<file path="src/rtl/pipeline_stall_ctrl_if.sv">
// pipeline_stall_ctrl_if: hazard/cache/redirect inputs (master drives) and stage controls, watchdog, stall counter (slave drives)
interface pipeline_stall_ctrl_if #(
  parameter int REG_W = 5,
  parameter int CNT_W = 16
);
  logic             IDEX_MemRead;
  logic [REG_W-1:0] IDEX_RegRt;
  logic [REG_W-1:0] IFID_RegRs;
  logic [REG_W-1:0] IFID_RegRt;
  logic             ICache_stall;
  logic             DCache_stall;
  logic             BranchTaken;
  logic             Jump;
  logic             PCWrite;
  logic             IFIDWrite;
  logic             IFIDFlush;
  logic             IDEXBubble;
  logic             PipeHold;
  logic             hold_timeout;
  logic [CNT_W-1:0] stall_cnt;
  modport master (
    output IDEX_MemRead, IDEX_RegRt, IFID_RegRs, IFID_RegRt,
           ICache_stall, DCache_stall, BranchTaken, Jump,
    input  PCWrite, IFIDWrite, IFIDFlush, IDEXBubble, PipeHold,
           hold_timeout, stall_cnt
  );
  modport slave (
    input  IDEX_MemRead, IDEX_RegRt, IFID_RegRs, IFID_RegRt,
           ICache_stall, DCache_stall, BranchTaken, Jump,
    output PCWrite, IFIDWrite, IFIDFlush, IDEXBubble, PipeHold,
           hold_timeout, stall_cnt
  );
endinterface

</file>
<file path="src/rtl/pipeline_stall_ctrl.sv">
// pipeline_stall_ctrl: prioritised stall/flush sequencer (clk, rst, bus: hazard/cache/redirect in; PC/IFID/IDEX/hold controls, hold_timeout, stall_cnt out)
module pipeline_stall_ctrl #(
  parameter int REG_W    = 5,
  parameter int CNT_W    = 16,
  parameter int MAX_HOLD = 64
) (
  input logic clk,
  input logic rst,
  pipeline_stall_ctrl_if.slave bus
);
  localparam int HW = $clog2(MAX_HOLD + 1);
  localparam logic [HW-1:0] HMAX = HW'(MAX_HOLD);
  typedef enum logic [1:0] {RUN, HOLD, BUBBLE} state_t;
  state_t           r_state, w_next;
  logic             r_flush_pending, w_flush_pending;
  logic [HW-1:0]    r_hold_len, w_hold_len;
  logic             r_hold_timeout;
  logic [CNT_W-1:0] r_stall_cnt;
  logic             w_cache, w_redirect, w_loaduse;
  logic             w_pc, w_ifw, w_flush, w_bubble, w_hold;
  assign w_cache    = bus.ICache_stall | bus.DCache_stall;
  assign w_redirect = bus.BranchTaken | bus.Jump;
  assign w_loaduse  = bus.IDEX_MemRead && bus.IDEX_RegRt != '0 &&
                      (bus.IDEX_RegRt == bus.IFID_RegRs || bus.IDEX_RegRt == bus.IFID_RegRt);
  assign w_hold_len = w_cache ? (r_hold_len == HMAX ? r_hold_len : r_hold_len + 1'b1) : '0;
  always_comb begin
    w_next          = RUN;
    w_flush_pending = r_flush_pending;
    w_pc            = 1'b1;
    w_ifw           = 1'b1;
    w_flush         = 1'b0;
    w_bubble        = 1'b0;
    w_hold          = 1'b0;
    if (w_cache) begin
      w_pc            = 1'b0;
      w_ifw           = 1'b0;
      w_hold          = 1'b1;
      w_flush_pending = r_flush_pending | w_redirect;
      w_next          = HOLD;
    end else if (r_flush_pending) begin
      w_flush         = 1'b1;
      w_flush_pending = 1'b0;
    end else if (w_loaduse && r_state != BUBBLE) begin
      w_pc     = 1'b0;
      w_ifw    = 1'b0;
      w_bubble = 1'b1;
      w_next   = BUBBLE;
    end else if (w_redirect) begin
      w_flush = 1'b1;
    end
  end
  always_ff @(posedge clk) begin
    if (rst) begin
      r_state         <= RUN;
      r_flush_pending <= 1'b0;
      r_hold_len      <= '0;
      r_hold_timeout  <= 1'b0;
      r_stall_cnt     <= '0;
    end else begin
      r_state         <= w_next;
      r_flush_pending <= w_flush_pending;
      r_hold_len      <= w_hold_len;
      r_hold_timeout  <= r_hold_timeout | (w_hold_len == HMAX);
      r_stall_cnt     <= r_stall_cnt + CNT_W'(!w_pc && r_stall_cnt != '1);
    end
  end
  assign bus.PCWrite      = w_pc;
  assign bus.IFIDWrite    = w_ifw;
  assign bus.IFIDFlush    = w_flush;
  assign bus.IDEXBubble   = w_bubble;
  assign bus.PipeHold     = w_hold;
  assign bus.hold_timeout = r_hold_timeout;
  assign bus.stall_cnt    = r_stall_cnt;
endmodule

</file>
<file path="src/flat_wrapper.sv">
// flat-port wrapper written by rule: the top's interface ports become plain ports
module pipeline_stall_ctrl_flat 
#(
  parameter int REG_W    = 5,
  parameter int CNT_W    = 16,
  parameter int MAX_HOLD = 64
)
  (clk, rst, bus_IDEX_MemRead, bus_IDEX_RegRt, bus_IFID_RegRs, bus_IFID_RegRt, bus_ICache_stall, bus_DCache_stall, bus_BranchTaken, bus_Jump, bus_PCWrite, bus_IFIDWrite, bus_IFIDFlush, bus_IDEXBubble, bus_PipeHold, bus_hold_timeout, bus_stall_cnt);
  pipeline_stall_ctrl_if #(.REG_W(REG_W), .CNT_W(CNT_W)) bus_i ();
  input logic clk;
  input logic rst;
  input wire logic [$bits(bus_i.IDEX_MemRead)-1:0] bus_IDEX_MemRead;
  input wire logic [$bits(bus_i.IDEX_RegRt)-1:0] bus_IDEX_RegRt;
  input wire logic [$bits(bus_i.IFID_RegRs)-1:0] bus_IFID_RegRs;
  input wire logic [$bits(bus_i.IFID_RegRt)-1:0] bus_IFID_RegRt;
  input wire logic [$bits(bus_i.ICache_stall)-1:0] bus_ICache_stall;
  input wire logic [$bits(bus_i.DCache_stall)-1:0] bus_DCache_stall;
  input wire logic [$bits(bus_i.BranchTaken)-1:0] bus_BranchTaken;
  input wire logic [$bits(bus_i.Jump)-1:0] bus_Jump;
  output wire logic [$bits(bus_i.PCWrite)-1:0] bus_PCWrite;
  output wire logic [$bits(bus_i.IFIDWrite)-1:0] bus_IFIDWrite;
  output wire logic [$bits(bus_i.IFIDFlush)-1:0] bus_IFIDFlush;
  output wire logic [$bits(bus_i.IDEXBubble)-1:0] bus_IDEXBubble;
  output wire logic [$bits(bus_i.PipeHold)-1:0] bus_PipeHold;
  output wire logic [$bits(bus_i.hold_timeout)-1:0] bus_hold_timeout;
  output wire logic [$bits(bus_i.stall_cnt)-1:0] bus_stall_cnt;
  assign bus_i.IDEX_MemRead = bus_IDEX_MemRead;
  assign bus_i.IDEX_RegRt = bus_IDEX_RegRt;
  assign bus_i.IFID_RegRs = bus_IFID_RegRs;
  assign bus_i.IFID_RegRt = bus_IFID_RegRt;
  assign bus_i.ICache_stall = bus_ICache_stall;
  assign bus_i.DCache_stall = bus_DCache_stall;
  assign bus_i.BranchTaken = bus_BranchTaken;
  assign bus_i.Jump = bus_Jump;
  assign bus_PCWrite = bus_i.PCWrite;
  assign bus_IFIDWrite = bus_i.IFIDWrite;
  assign bus_IFIDFlush = bus_i.IFIDFlush;
  assign bus_IDEXBubble = bus_i.IDEXBubble;
  assign bus_PipeHold = bus_i.PipeHold;
  assign bus_hold_timeout = bus_i.hold_timeout;
  assign bus_stall_cnt = bus_i.stall_cnt;
  pipeline_stall_ctrl #(.REG_W(REG_W), .CNT_W(CNT_W), .MAX_HOLD(MAX_HOLD)) u_core (.clk(clk), .rst(rst), .bus(bus_i));
endmodule
</file>
<file path="config.mk">
export PLATFORM = sky130hd
export DESIGN_NAME = pipeline_stall_ctrl_flat
export DESIGN_NICKNAME = d
export VERILOG_FILES = /design/src/rtl/pipeline_stall_ctrl_if.sv /design/src/rtl/pipeline_stall_ctrl.sv /design/src/flat_wrapper.sv
export SDC_FILE = /design/constraint.sdc
export NUM_CORES = 1
export LEC_CHECK = 0
export ABC_AREA = 0
export ABC_CLOCK_PERIOD_IN_PS = 7950
export CAP_MARGIN = 20
export CORE_MARGIN = 2
export CORE_UTILIZATION = 49
export DETAILED_ROUTE_END_ITERATION = 7
export PLACE_DENSITY_LB_ADDON = 0.2
export SETUP_SLACK_MARGIN = 0.15
export SLEW_MARGIN = 20
export SYNTH_ARGS = -nofsm -noshare
export SYNTH_HDL_FRONTEND = slang
export SYNTH_SLANG_ARGS = --single-unit
</file>
<file path="constraint.sdc">
create_clock -name clk -period 7.95 [get_ports clk]
set_input_delay 1.59 -clock clk [delete_from_list [all_inputs] [get_ports clk]]
set_output_delay 1.59 -clock clk [all_outputs]
set_load 0.02 [all_outputs]
</file>
==> impl_summary.md, run 1 <==
Status
The flow ran to the end, and the final reports show no timing, DRC or antenna violations.

Route
The detailed-route vias per instance is 5.197. The routed length per placed instance is 12.25 um. The via total after detailed routing is 1211. The first routing iteration left 21 violations. In the routed design, unresolved DRC markers number 0. In this run the remaining antenna-violating nets after routing total 0. The total wirelength of the detailed-routed design is 2854 um. The count of TritonRoute iterations in the first routing pass is 3.

Worst setup path
The setup check on the worst reg-to-reg path leaves a slack of 5480 ps. On the critical path the largest part of the delay comes from buffers and inverters. The launching element of the worst setup path is bus_IDEX_RegRt[2]. The critical path in this run is classified as input port to output port. The endpoint of the worst-slack reg-to-reg timing path is u_core.bus.stall_cnt[8]. The number of buffers and inverters on the critical path is 2. The critical path runs through a total of 7 cells. The signal on the critical path passes through clkdlybuf4s50_1 -> or4_1 -> nor2_1 -> nor4b_1 -> a21oi_1 -> nor2b_1 -> clkdlybuf4s50_1.

The startpoint identified for the worst register-to-register timing path is u_core.r_state[1]. The endpoint of the most critical setup path is bus_IFIDFlush. Among all stages on the critical path, the largest delay is contributed by sky130_fd_sc_hd__clkdlybuf4s50_1.

Measured in cells, the most critical reg-to-reg path has a length of 10. The worst setup path is captured at an output port. The data arrival at the endpoint of the critical path is 3860 ps. The worst setup path is launched from an input port. The maximum fanout encountered on the critical timing path is 4. Among the stages of the critical path, the cell type that occurs most often is sky130_fd_sc_hd__clkdlybuf4s50_1. On the worst path, the slowest cell contributes a delay of 620 ps. Data on the critical path is required at its endpoint by 6360 ps.

Global routing
Global routing used 19.47% of the available tracks across all layers. The pin count of the biggest net entering global routing is 19. The number of antenna violations at the first check in global routing is 0. The first global-routing pass estimated 5043 um of wire.

The remaining global-route overflow is 0. The via count of the first global-routing pass was 1207.

Cells and area
The library cell used most frequently in the layout, excluding fill and tap cells, is sky130_fd_sc_hd__clkdlybuf4s50_1. The diode insertion count for antenna repair is 0. The area growth from synthesis to layout is 34.89%. The final layout contains 229 nets.

In the layout the commonest cells are sky130_fd_sc_hd__clkdlybuf4s50_1, sky130_fd_sc_hd__dfxtp_1, sky130_fd_sc_hd__nor2_1. Of the cells placed in the final design, the portion with a size suffix greater than 1 is 4.950%. The post-route cell area is 1843 um2. The number of standard cells in the final layout excluding fillers is 233.

CTS
In this run the number of H-tree levels came out at 1. The insertion delay to the later sink of the worst-skew pair is 330 ps. The number of gates resized after CTS was 0. TritonCTS built the clock tree. After clock tree synthesis, the clock-pin slew on the worst setup and hold paths is 140 ps.

The root buffer cell chosen for the clock tree is sky130_fd_sc_hd__clkbuf_4. The clock passes through at most 2 buffers. In this run, CTS created clock tree buffers numbering 3. The total number of clock tree sinks is 27. Buffers added to address setup during post-CTS repair amount to 0. The quantity of hold-fixing buffers added after cts is 0.

Yosys
The area fraction of the dominant cell type after synthesis is 39.56%. The Yosys step of the flow raised 0 warnings. The mapped netlist covers 1366 um2. The post-synth net total is 186. The netlist uses 32 different library cells.

The average instance in the mapped netlist occupies 8.539 um2. The register bit count reported by yosys is 27. The most area-hungry cell type in the Yosys netlist is sky130_fd_sc_hd__dfxtp_1. Counting every instance in the synthesized netlist gives 160. Sorting the synthesized cells by area gives the leading types as sky130_fd_sc_hd__dfxtp_1, sky130_fd_sc_hd__xnor2_1, sky130_fd_sc_hd__nor2_1, sky130_fd_sc_hd__xor2_1, sky130_fd_sc_hd__nand2_1. For this run, the register share of the synthesized area comes to 39.56%.

Timing
Clock skew on the completed layout was measured at 11.33 ps. The hold violation total from the final report was 0. Setup repair after global routing left no endpoint under its margin.

Measured against its own limit, the worst slew margin works out to 58.19%. For the final routed database, the setup TNS stands at 0 ps. The number of slew-limit violations in the final report is 0.

The minimum clock period is 5446 ps. The final worst setup slack is 2504 ps. Based on the critical path, the design can be clocked at up to 183.6 MHz. The final clock period utilization by the worst path is 68.50%.

On the final layout, the worst hold slack is 512.3 ps. The actual transition at the worst max-transition pin is 625.3 ps. Setup violations remaining at the end of the flow were counted as 0.

Power
VDD sags by at most 117.8 uV. The power per unit of standard cell area is 132.6 nW/um2. The leakage dissipation is 0.6288 nW.

Floorplan
The die extent in x is 56.81 um. The count of standard-cell rows is 19. After floorplanning, the core was sized to cover 2710 um2.

The starting density of the core is 50.42%. The height of the die is 56.81 um. The die covers 3227 um2. The number of I/O pins is 44.

Place
The placer congestion estimate is 0.7928. In this run the cell area measured after placement is 1813 um2. The half-perimeter wire length after placement is 2338 um.

In this run the tool buffered the top-level ports with 43 buffer cells. Before CTS, the worst setup slack after placement is 2504 ps. In this run, placement finished with an instance count of 229.

Flow run
The tool flagged a number of max-cap violations equal to 0.

Hold path
The path class of the tightest hold or removal check is register to register.
==> power breakdown <==
part           switching (W)  total (W)  leakage, nW  internal [W]
Sequential        0.00000334   0.000142        0.219      0.000139
Combinational      0.0000173  0.0000409        0.396     0.0000236
Clock              0.0000421  0.0000614       0.0139     0.0000192
==> cell usage after synthesis <==
| library cell | count |
|---|---|
| sky130_fd_sc_hd__nor2_1 | 20 |
| sky130_fd_sc_hd__and2_1 | 3 |
| sky130_fd_sc_hd__inv_1 | 5 |
| sky130_fd_sc_hd__clkbuf_1 | 3 |
| sky130_fd_sc_hd__buf_4 | 1 |
| sky130_fd_sc_hd__buf_1 | 1 |
| sky130_fd_sc_hd__nand2_1 | 16 |
| sky130_fd_sc_hd__or4_1 | 1 |
| sky130_fd_sc_hd__a32o_1 | 2 |
| sky130_fd_sc_hd__xnor2_1 | 19 |
| sky130_fd_sc_hd__and3_1 | 1 |
| sky130_fd_sc_hd__or2_4 | 1 |
| sky130_fd_sc_hd__mux2i_1 | 2 |
| sky130_fd_sc_hd__a21oi_2 | 1 |
| sky130_fd_sc_hd__o31ai_1 | 1 |
| sky130_fd_sc_hd__nand3_1 | 9 |
| sky130_fd_sc_hd__xor2_1 | 8 |
| sky130_fd_sc_hd__nor4_4 | 1 |
| sky130_fd_sc_hd__nor3_1 | 10 |
| sky130_fd_sc_hd__ha_1 | 4 |
| sky130_fd_sc_hd__dfxtp_1 | 27 |
| sky130_fd_sc_hd__nor4_1 | 1 |
| sky130_fd_sc_hd__or3_1 | 3 |
| sky130_fd_sc_hd__or2_2 | 2 |
| sky130_fd_sc_hd__nor4b_1 | 1 |
| sky130_fd_sc_hd__a21oi_1 | 5 |
| sky130_fd_sc_hd__a211o_2 | 1 |
| sky130_fd_sc_hd__nand4_1 | 2 |
| sky130_fd_sc_hd__o21ai_0 | 3 |
| sky130_fd_sc_hd__nor2b_1 | 4 |
| sky130_fd_sc_hd__and4_1 | 1 |
| sky130_fd_sc_hd__o22ai_1 | 1 |
==> cells by family after synthesis <==
group / after synthesis / share of synthesized area [%]
and+or+nand+nor: 76 / 28.21
adders and majority gates: 4 / 3.663
muxes: 2 / 1.465
DFF: 27 / 39.56
AOI/OAI and AO/OA: 14 / 6.777
xor gates and xnor gates: 27 / 17.31
buffers and inverters: 10 / 3.022
==> state kept, by name, indices dropped and copies added (netlist names) <==
name / count
u_core.r_flush_pending: 1
u_core.r_hold_len: 7
u_core.r_state: 2
u_core.bus.stall_cnt: 16
u_core.bus.hold_timeout: 1
==> cell type report <==
cell class                 instances  area (um2)
clock buffer                       3       22.52
clock inverter                     1       7.507
fill                             244       867.1
inverter                           5       18.77
multi-input combinational        123       784.5
sequential                        27       540.5
tap                               31       38.79
timing repair buffer              43       430.4
==> metal layers <==
metal  GRT usage (%)  vias up  part of all wire (%)
li1                -      622                     -
met2           38.54       14                    55
met5               0        -                     0
met4           5.980        0                   1.1
met1           20.66      571                    41
met3           2.995        4                   2.6
==> through the flow <==
stage | power, W | util, %
3_3_place_gp | 0.0001850 | 66.90
6_report | 0.0002443 | 68.01
5_1_grt | 0.0002549 | 68.01
2_1_floorplan | 0.0001660 | -
4_1_cts | 0.0002460 | 68.01
3_5_place_dp | 0.0001862 | 66.90
==> how the worst min path moves through the flow <==
stage / startpoint / end / slack, ps / cells past startpoint
6_report: u_core.bus.hold_timeout / u_core.bus.hold_timeout / 510 / 1
3_3_place_gp: u_core.bus.hold_timeout / u_core.bus.hold_timeout / 470 / 1
2_1_floorplan: u_core.r_flush_pending / u_core.r_flush_pending / 470 / 2
4_1_cts: u_core.bus.hold_timeout / u_core.bus.hold_timeout / 520 / 1
3_5_place_dp: u_core.bus.hold_timeout / u_core.bus.hold_timeout / 480 / 1
5_1_grt: u_core.bus.hold_timeout / u_core.bus.hold_timeout / 540 / 1
==> worst reg2reg max path, cell delays in order (launching register included) <==
cell                      delay, ps
sky130_fd_sc_hd__dfxtp_1        320
sky130_fd_sc_hd__nor2b_1        120
sky130_fd_sc_hd__nor4b_1        360
sky130_fd_sc_hd__a21oi_1        200
sky130_fd_sc_hd__nor2_1         170
sky130_fd_sc_hd__ha_1           180
sky130_fd_sc_hd__ha_1           200
sky130_fd_sc_hd__nand2_1         60
sky130_fd_sc_hd__or2_2          340
sky130_fd_sc_hd__or3_1          320
sky130_fd_sc_hd__a21oi_1        140
Note: power is estimated with default switching activity, not from simulation.
==> inputs of run 2 (changes only) <==
--- a/config.mk
+++ b/config.mk
@@ -6,10 +6,10 @@
 export NUM_CORES = 1
 export LEC_CHECK = 0
 export ABC_AREA = 0
-export ABC_CLOCK_PERIOD_IN_PS = 7950
+export ABC_CLOCK_PERIOD_IN_PS = 5100
 export CAP_MARGIN = 20
 export CORE_MARGIN = 2
-export CORE_UTILIZATION = 49
+export CORE_UTILIZATION = 45
 export DETAILED_ROUTE_END_ITERATION = 7
 export PLACE_DENSITY_LB_ADDON = 0.2
 export SETUP_SLACK_MARGIN = 0.15
==> constraint.sdc (replaced) <==
create_clock -name clk -period 5.1 [get_ports clk]
set_input_delay 1.02 -clock clk [delete_from_list [all_inputs] [get_ports clk]]
set_output_delay 1.02 -clock clk [all_outputs]
set_load 0.02 [all_outputs]
==> run 2 against run 1 <==
Compared with the run above:
- critical endpoint unchanged
- combinational power increased by 58%
- clock power increased by 45%
- highest routed layer unchanged
- final area decreased by 0.14%
- critical path type unchanged
- largest cell class unchanged
- wire length increased by 2.7%
- sequential cell count unchanged
==> impl_summary.md, run 2 (synthesis gave the netlist of run 1 again) <==
Route
The detail route stage leaves a number of antenna-violating nets equal to 0. The routed layout has 1227 vias. For this run, design rule violations remaining after detail routing come to 0. In the routed layout, each cell is associated on average with a via count of 5.266. The first detailed-routing pass took 4 iterations.

After the first detailed-routing iteration, the DRC count stood at 47. The routed length per placed instance is 12.58 um. The total wirelength of the detailed-routed design is 2931 um.

Timing
The hold violation total from the final report is 0. The worst path uses 83.98% of the clock period. Measured against its own limit, the worst slew margin works out to 56.21%. The number of slew-limit violations in the final report was 0. The worst clock skew is 3.010 ps.

Final hold analysis gives a worst-case slack of 496.3 ps. Setup repair after global routing left no endpoint under its margin. The final-report setup violation count is 0.

The highest clock rate is 233.5 MHz. For the pin with the worst max-slew slack, the measured transition is 654.8 ps. The final total negative setup slack is 0 ps. The smallest clock period supported by the final layout is computed as 4283 ps.

Cells and area
Leaving out fill and tap cells, the most frequent cell in the layout is sky130_fd_sc_hd__clkdlybuf4s50_1. In the layout the commonest cells are sky130_fd_sc_hd__clkdlybuf4s50_1, sky130_fd_sc_hd__dfxtp_1, sky130_fd_sc_hd__nor2_1. The area growth from synthesis to layout is 34.71%. After the last flow step, the layout net total stands at 229. The register with the most flip-flops in the layout has 16 of them.

The share of layout cells above drive strength 1 is 4.950%. The repair_antennas step left the layout with diodes totalling 0.

CTS
Clock-pin slew was measured on the worst setup and hold paths at 130 ps. The clock root buffer is sky130_fd_sc_hd__clkbuf_4. The number of clock buffers inserted by TritonCTS is 3. The quantity of hold-fixing buffers added after cts is 0. Counting along the longest clock path gives a buffer depth of 2.

In this run, post-CTS repair resized a total of 0 instances. Post-CTS timing repair inserted 0 buffers for setup. The H-tree level count is 1. The insertion delay to the later sink of the worst-skew pair is 320 ps.

The total number of clock tree sinks is 27. The TritonCTS clock tree is done.

Floorplan
The die extent in x is 59.10 um. The starting density of the core is 48.30%. The die covers 3493 um2. The height of the die is 59.10 um. The core region is 2829 um2. After floorplanning, the core was divided into 19 placement rows. The number of I/O pins is 44.

Place
Buffers placed on the I/O ports in this run total 43. The half-perimeter wire length after placement is 2315 um. The placer congestion estimate is 0.7983.

Worst setup path
The launching element of the worst setup path is bus_IDEX_RegRt[2]. The count of cells along the worst register-to-register path is 11. The endpoint of the worst-slack reg-to-reg timing path is u_core.bus.stall_cnt[14].

Of all nets on the critical path, the largest fanout is 4. The nature of the critical path endpoint is an output port. STA puts the critical path data required time at 4080 ps.

The origin of the critical flop-to-flop path is u_core.r_state[1]. The worst setup slack for register-to-register paths is 2670 ps. The path type of the worst setup path is input port to output port. The worst setup path is launched from an input port. Data arrives at the worst endpoint at 3260 ps.

Power
Across the VDD grid, the largest voltage drop is 144.8 uV. The sequential fraction of design power is 59.1%. For this design the static power due to leakage is 0.6326 nW. Cell internal power was estimated by the tool at 0.0002823 W. The fraction of power spent switching nets is 24.68%.

The proportion of power drawn by the clock network is 23.7%. The portion of total power attributed to combinational logic is 17.2%. The analysis attributes to net switching a power of 0.00009253 W. Power spread over the standard cell area amounts to 203.7 nW/um2.

Global routing
The wire length of the first global-routing pass is 5064 um. The overall fraction of global-route tracks in use is 18.60%. Global routing finished with a remaining overflow of 0. The pin count of the biggest net entering global routing is 19. The via count of the first global-routing pass is 1206.

The number of antenna violations at the first check in global routing is 0.

Hold path
The hold path startpoint is u_core.bus.hold_timeout. The depth of the worst hold-timing path is 1. The worst min-delay path category is register to register. The hold path endpoint is u_core.bus.hold_timeout.

Status
The run finished with clean final reports.

Flow run
The tool flagged a number of max-cap violations equal to 0.
## run 2: power groups by stage
stage | Clock (W) | Sequential [W] | Combinational [W]
finish | 0.0000889 | 0.000222 | 0.0000645
global route | 0.000102 | 0.000223 | 0.0000708
CTS | 0.0000939 | 0.000222 | 0.0000651
detailed placement | 0 | 0.000226 | 0.0000644
global placement | 0 | 0.000226 | 0.0000632
floorplan | 0 | 0.000228 | 0.0000306
## run 2: routing by layer
layer  global-route usage (%)  vias to the layer above  wire [um]
li1                         -                      625          -
met1                    23.02                      559       1330
met2                    32.70                       38       1395
met3                    3.930                        5        169
met4                    4.870                        0         35
met5                        0                        -          0
## run 2: worst max-delay path, cell delays in order
cell                              delay (ps)
sky130_fd_sc_hd__clkdlybuf4s50_1         460
sky130_fd_sc_hd__or4_1                   540
sky130_fd_sc_hd__nor2_1                  110
sky130_fd_sc_hd__nor4b_1                  70
sky130_fd_sc_hd__a21oi_1                 270
sky130_fd_sc_hd__nor2b_1                 180
sky130_fd_sc_hd__clkdlybuf4s50_1         620
## run 2: how the worst max path moves through the flow
stage / cells past startpoint / endpoint
CTS: 7 / bus_IFIDFlush
global placement: 7 / bus_IFIDFlush
detailed placement: 7 / bus_IFIDFlush
finish: 7 / bus_IFIDFlush
global route: 7 / bus_IFIDFlush
floorplan: 5 / bus_IFIDFlush
## run 2: cell type report
type | count | area, um2
timing repair buffer | 43 | 430.4
inverter | 5 | 18.77
multi-input combinational | 123 | 784.5
fill | 254 | 988.4
clock inverter | 1 | 5.005
sequential | 27 | 540.5
clock buffer | 3 | 22.52
tap | 31 | 38.79
## run 2: through the flow
step	total power [W]	cells	worst slack (ps)	cell area [um2]	utilization, %
detailed placement	0.0002906	229	818.0	1813	64.09
floorplan	0.0002587	160	1521	1366	-
finish	0.0003749	233	817.0	1841	65.06
CTS	0.0003806	233	802.5	1841	65.06
global route	0.0003951	233	672.9	1841	65.06
global placement	0.0002893	229	860.6	1813	64.09
==> inputs of run 3 (changes only) <==
--- a/config.mk
+++ b/config.mk
@@ -6,7 +6,7 @@
 export NUM_CORES = 1
 export LEC_CHECK = 0
 export ABC_AREA = 0
-export ABC_CLOCK_PERIOD_IN_PS = 5100
+export ABC_CLOCK_PERIOD_IN_PS = 4300
 export CAP_MARGIN = 20
 export CORE_MARGIN = 2
 export CORE_UTILIZATION = 45
==> constraint.sdc (replaced) <==
create_clock -name clk -period 4.3 [get_ports clk]
set_input_delay 0.86 -clock clk [delete_from_list [all_inputs] [get_ports clk]]
set_output_delay 0.86 -clock clk [all_outputs]
set_load 0.02 [all_outputs]
==> run 3 against run 2 <==
Compared with the run above:
- final cell count is the same
- sequential cell count did not move
- global-route usage decreased by 0.13 points
- sequential share of layout area is essentially flat
- wire length decreased by 0.14%
- largest cell class unchanged
- largest power group unchanged
==> impl_summary.md, run 3 (synthesis gave the netlist of run 1 again) <==
Global routing
Entering global routing, the biggest net connects 19 pins. The overall fraction of global-route tracks in use is 18.48%. The number of antenna violations at the first check in global routing came to 0. The remaining global-route overflow is 0. The via count of the first global-routing pass is 1202. The wire length of the first global-routing pass is 4961 um.

CTS
TritonCTS created 3 clock buffers. For this design, the sink count on the clock tree is 27. In this run, post-CTS repair resized a total of 0 instances. The insertion delay to the later sink of the worst-skew pair is 330 ps.

The root buffer cell chosen for the clock tree is sky130_fd_sc_hd__clkbuf_4. The total setup buffers inserted after CTS is 0. TritonCTS built the clock tree. The clock transition at the register clock pins on the worst setup and hold paths after CTS is 140 ps. The quantity of hold-fixing buffers added after cts is 0. Counting along the longest clock path gives a buffer depth of 2. CTS built an H-tree with a depth of 1.

Timing
Measured against its own limit, the worst slew margin works out to 57.11%. On the final layout, the worst hold slack is 486.1 ps. The final total negative setup slack is 0 ps. Timing would allow up to 255.2 MHz. The final worst setup slack is 381.9 ps. The final-report setup violation count is 0. The final clock period utilization by the worst path is 91.12%.

At the pin with the least slew margin, the transition time is 641.4 ps. The number of slew-limit violations in the final report was 0. The routed design could run at a clock period as short as 3918 ps.

Setup repair after global routing left no endpoint under its margin. The hold violation total from the final report came to 0. Clock skew on the completed layout was measured at 6.258 ps.

Route
The routed length per placed instance is 12.56 um. The total wirelength of the detailed-routed design is 2927 um. The detailed router's first-iteration violation count is 34. The first detailed-routing pass ran for 4 iterations. In the routed layout, each cell is associated on average with a via count of 5.189. The met2 wirelength from detailed routing is 1373 um. After detailed routing, the number of remaining DRC violations is 0.

Once detail routing completed, the nets flagged for antenna violations numbered 0. The wire length the detailed router placed on met1 is 1323 um. The via total after detailed routing is 1209. The top layer used by detailed routing is met4. The sum of met3 wire segment lengths after detailed routing is 194 um.

Floorplan
The die extent in x is 59.10 um. The starting density of the core is 48.30%. The total area inside the core boundary comes to 2829 um2. The number of I/O pins is 44. In this run the vertical extent of the chip is 59.10 um. The count of standard-cell rows is 19. The die covers 3493 um2.

Hold path
The worst min-delay path category is register to register.

Power
Per report_power, the sequential group accounts for 58.4% of the total. In this run the power density over the cells is 244.2 nW/um2. Across the VDD grid, the largest voltage drop is 182.8 uV. Of the total power, the clock network draws 24.7%. The analysis attributes to net switching a power of 0.0001145 W. The leakage dissipation is 0.6288 nW. The fraction of power spent switching nets is 25.43%. Combinational logic burns 16.9% of the power. The internal portion of the total power is 0.0003356 W.

Cells and area
In the final layout, the multi-input gates occupy 784.5 um2. Summing all flip-flop and latch instances after layout gives 540.5 um2. Leaving out fill and tap cells, the most frequent cell in the layout is sky130_fd_sc_hd__clkdlybuf4s50_1. In the layout the commonest cells are sky130_fd_sc_hd__clkdlybuf4s50_1, sky130_fd_sc_hd__dfxtp_1, sky130_fd_sc_hd__nor2_1. The share of layout cells above drive strength 1 is 4.950%. The register with the most flip-flops in the layout has 16 of them. For this run, the post-layout net count is 229. The area growth from synthesis to layout is 34.89%. Fill cells in the final layout number 260. The diode insertion count for antenna repair is 0.

Worst setup path
In this run the worst path has a maximum fanout of 4. The type of origin of the critical path is an input port. The critical path is of the input port to output port type. The worst setup slack for register-to-register paths is 1840 ps. The nature of the critical path endpoint is an output port. At the worst endpoint, the arrival time is 3060 ps. The endpoint required time on the critical path is 3440 ps.

Status
The run finished with clean final reports.

Flow run
The max-cap violation count is 0.

Place
The number of buffer cells added on primary ports is 43. The congestion estimate from routability-driven global placement came to 0.7993. Before CTS, the worst setup slack after placement is 379.3 ps.

The wire-length estimate of the detail-placed layout is 2270 um.
==> run 3: power groups by stage <==
| stage | combinational [W] | clock, W | sequential, W |
|---|---|---|---|
| after floorplan | 0.0000363 | 0 | 0.000271 |
| after global placement | 0.0000750 | 0 | 0.000268 |
| after detailed placement | 0.0000764 | 0 | 0.000268 |
| after CTS | 0.0000771 | 0.000116 | 0.000263 |
| after global routing | 0.0000827 | 0.000128 | 0.000264 |
| final | 0.0000759 | 0.000111 | 0.000263 |
==> run 3: stage by stage <==
| step | util (%) | cells | instance area [um2] | total power [W] |
|---|---|---|---|---|
| finish | 65.15 | 233 | 1843 | 0.0004501 |
| detailed placement | 64.09 | 229 | 1813 | 0.0003447 |
| floorplan | - | 160 | 1366 | 0.0003069 |
| global route | 65.15 | 233 | 1843 | 0.0004745 |
| CTS | 65.15 | 233 | 1843 | 0.0004558 |
| global placement | 64.09 | 229 | 1813 | 0.0003432 |
==> run 3: critical path: stages <==
cell and delay (ps):
sky130_fd_sc_hd__clkdlybuf4s50_1 480, sky130_fd_sc_hd__or4_1 520, sky130_fd_sc_hd__nor2_1 100, sky130_fd_sc_hd__nor4b_1 70
sky130_fd_sc_hd__a21oi_1 250, sky130_fd_sc_hd__nor2b_1 160, sky130_fd_sc_hd__clkdlybuf4s50_1 600
==> run 3: layer usage <==
metal	GRT usage, %	vias to the layer above
met1	21.69	546
li1	-	624
met4	7.792	0
met2	31.43	34
met3	5.240	5
met5	0	-
==> run 3: layout make-up <==
| class | count | share of cell area, % |
|---|---|---|
| multi-input combinational | 123 | 42.57 |
| sequential | 27 | 29.33 |
| timing repair buffer | 43 | 23.35 |
| tap | 31 | 2.105 |
| clock buffer | 3 | 1.222 |
| inverter | 5 | 1.018 |
| clock inverter | 1 | 0.4073 |
==> run 3: worst paths after layout <==
path / from / to / cells past startpoint
worst min-delay path: u_core.bus.hold_timeout / u_core.bus.hold_timeout / 1
worst max register to register: u_core.r_state[1] / u_core.bus.stall_cnt[10] / 11
worst min register to register: u_core.bus.hold_timeout / u_core.bus.hold_timeout / 1
worst max-delay path: bus_IDEX_RegRt[4] / bus_IFIDFlush / 7
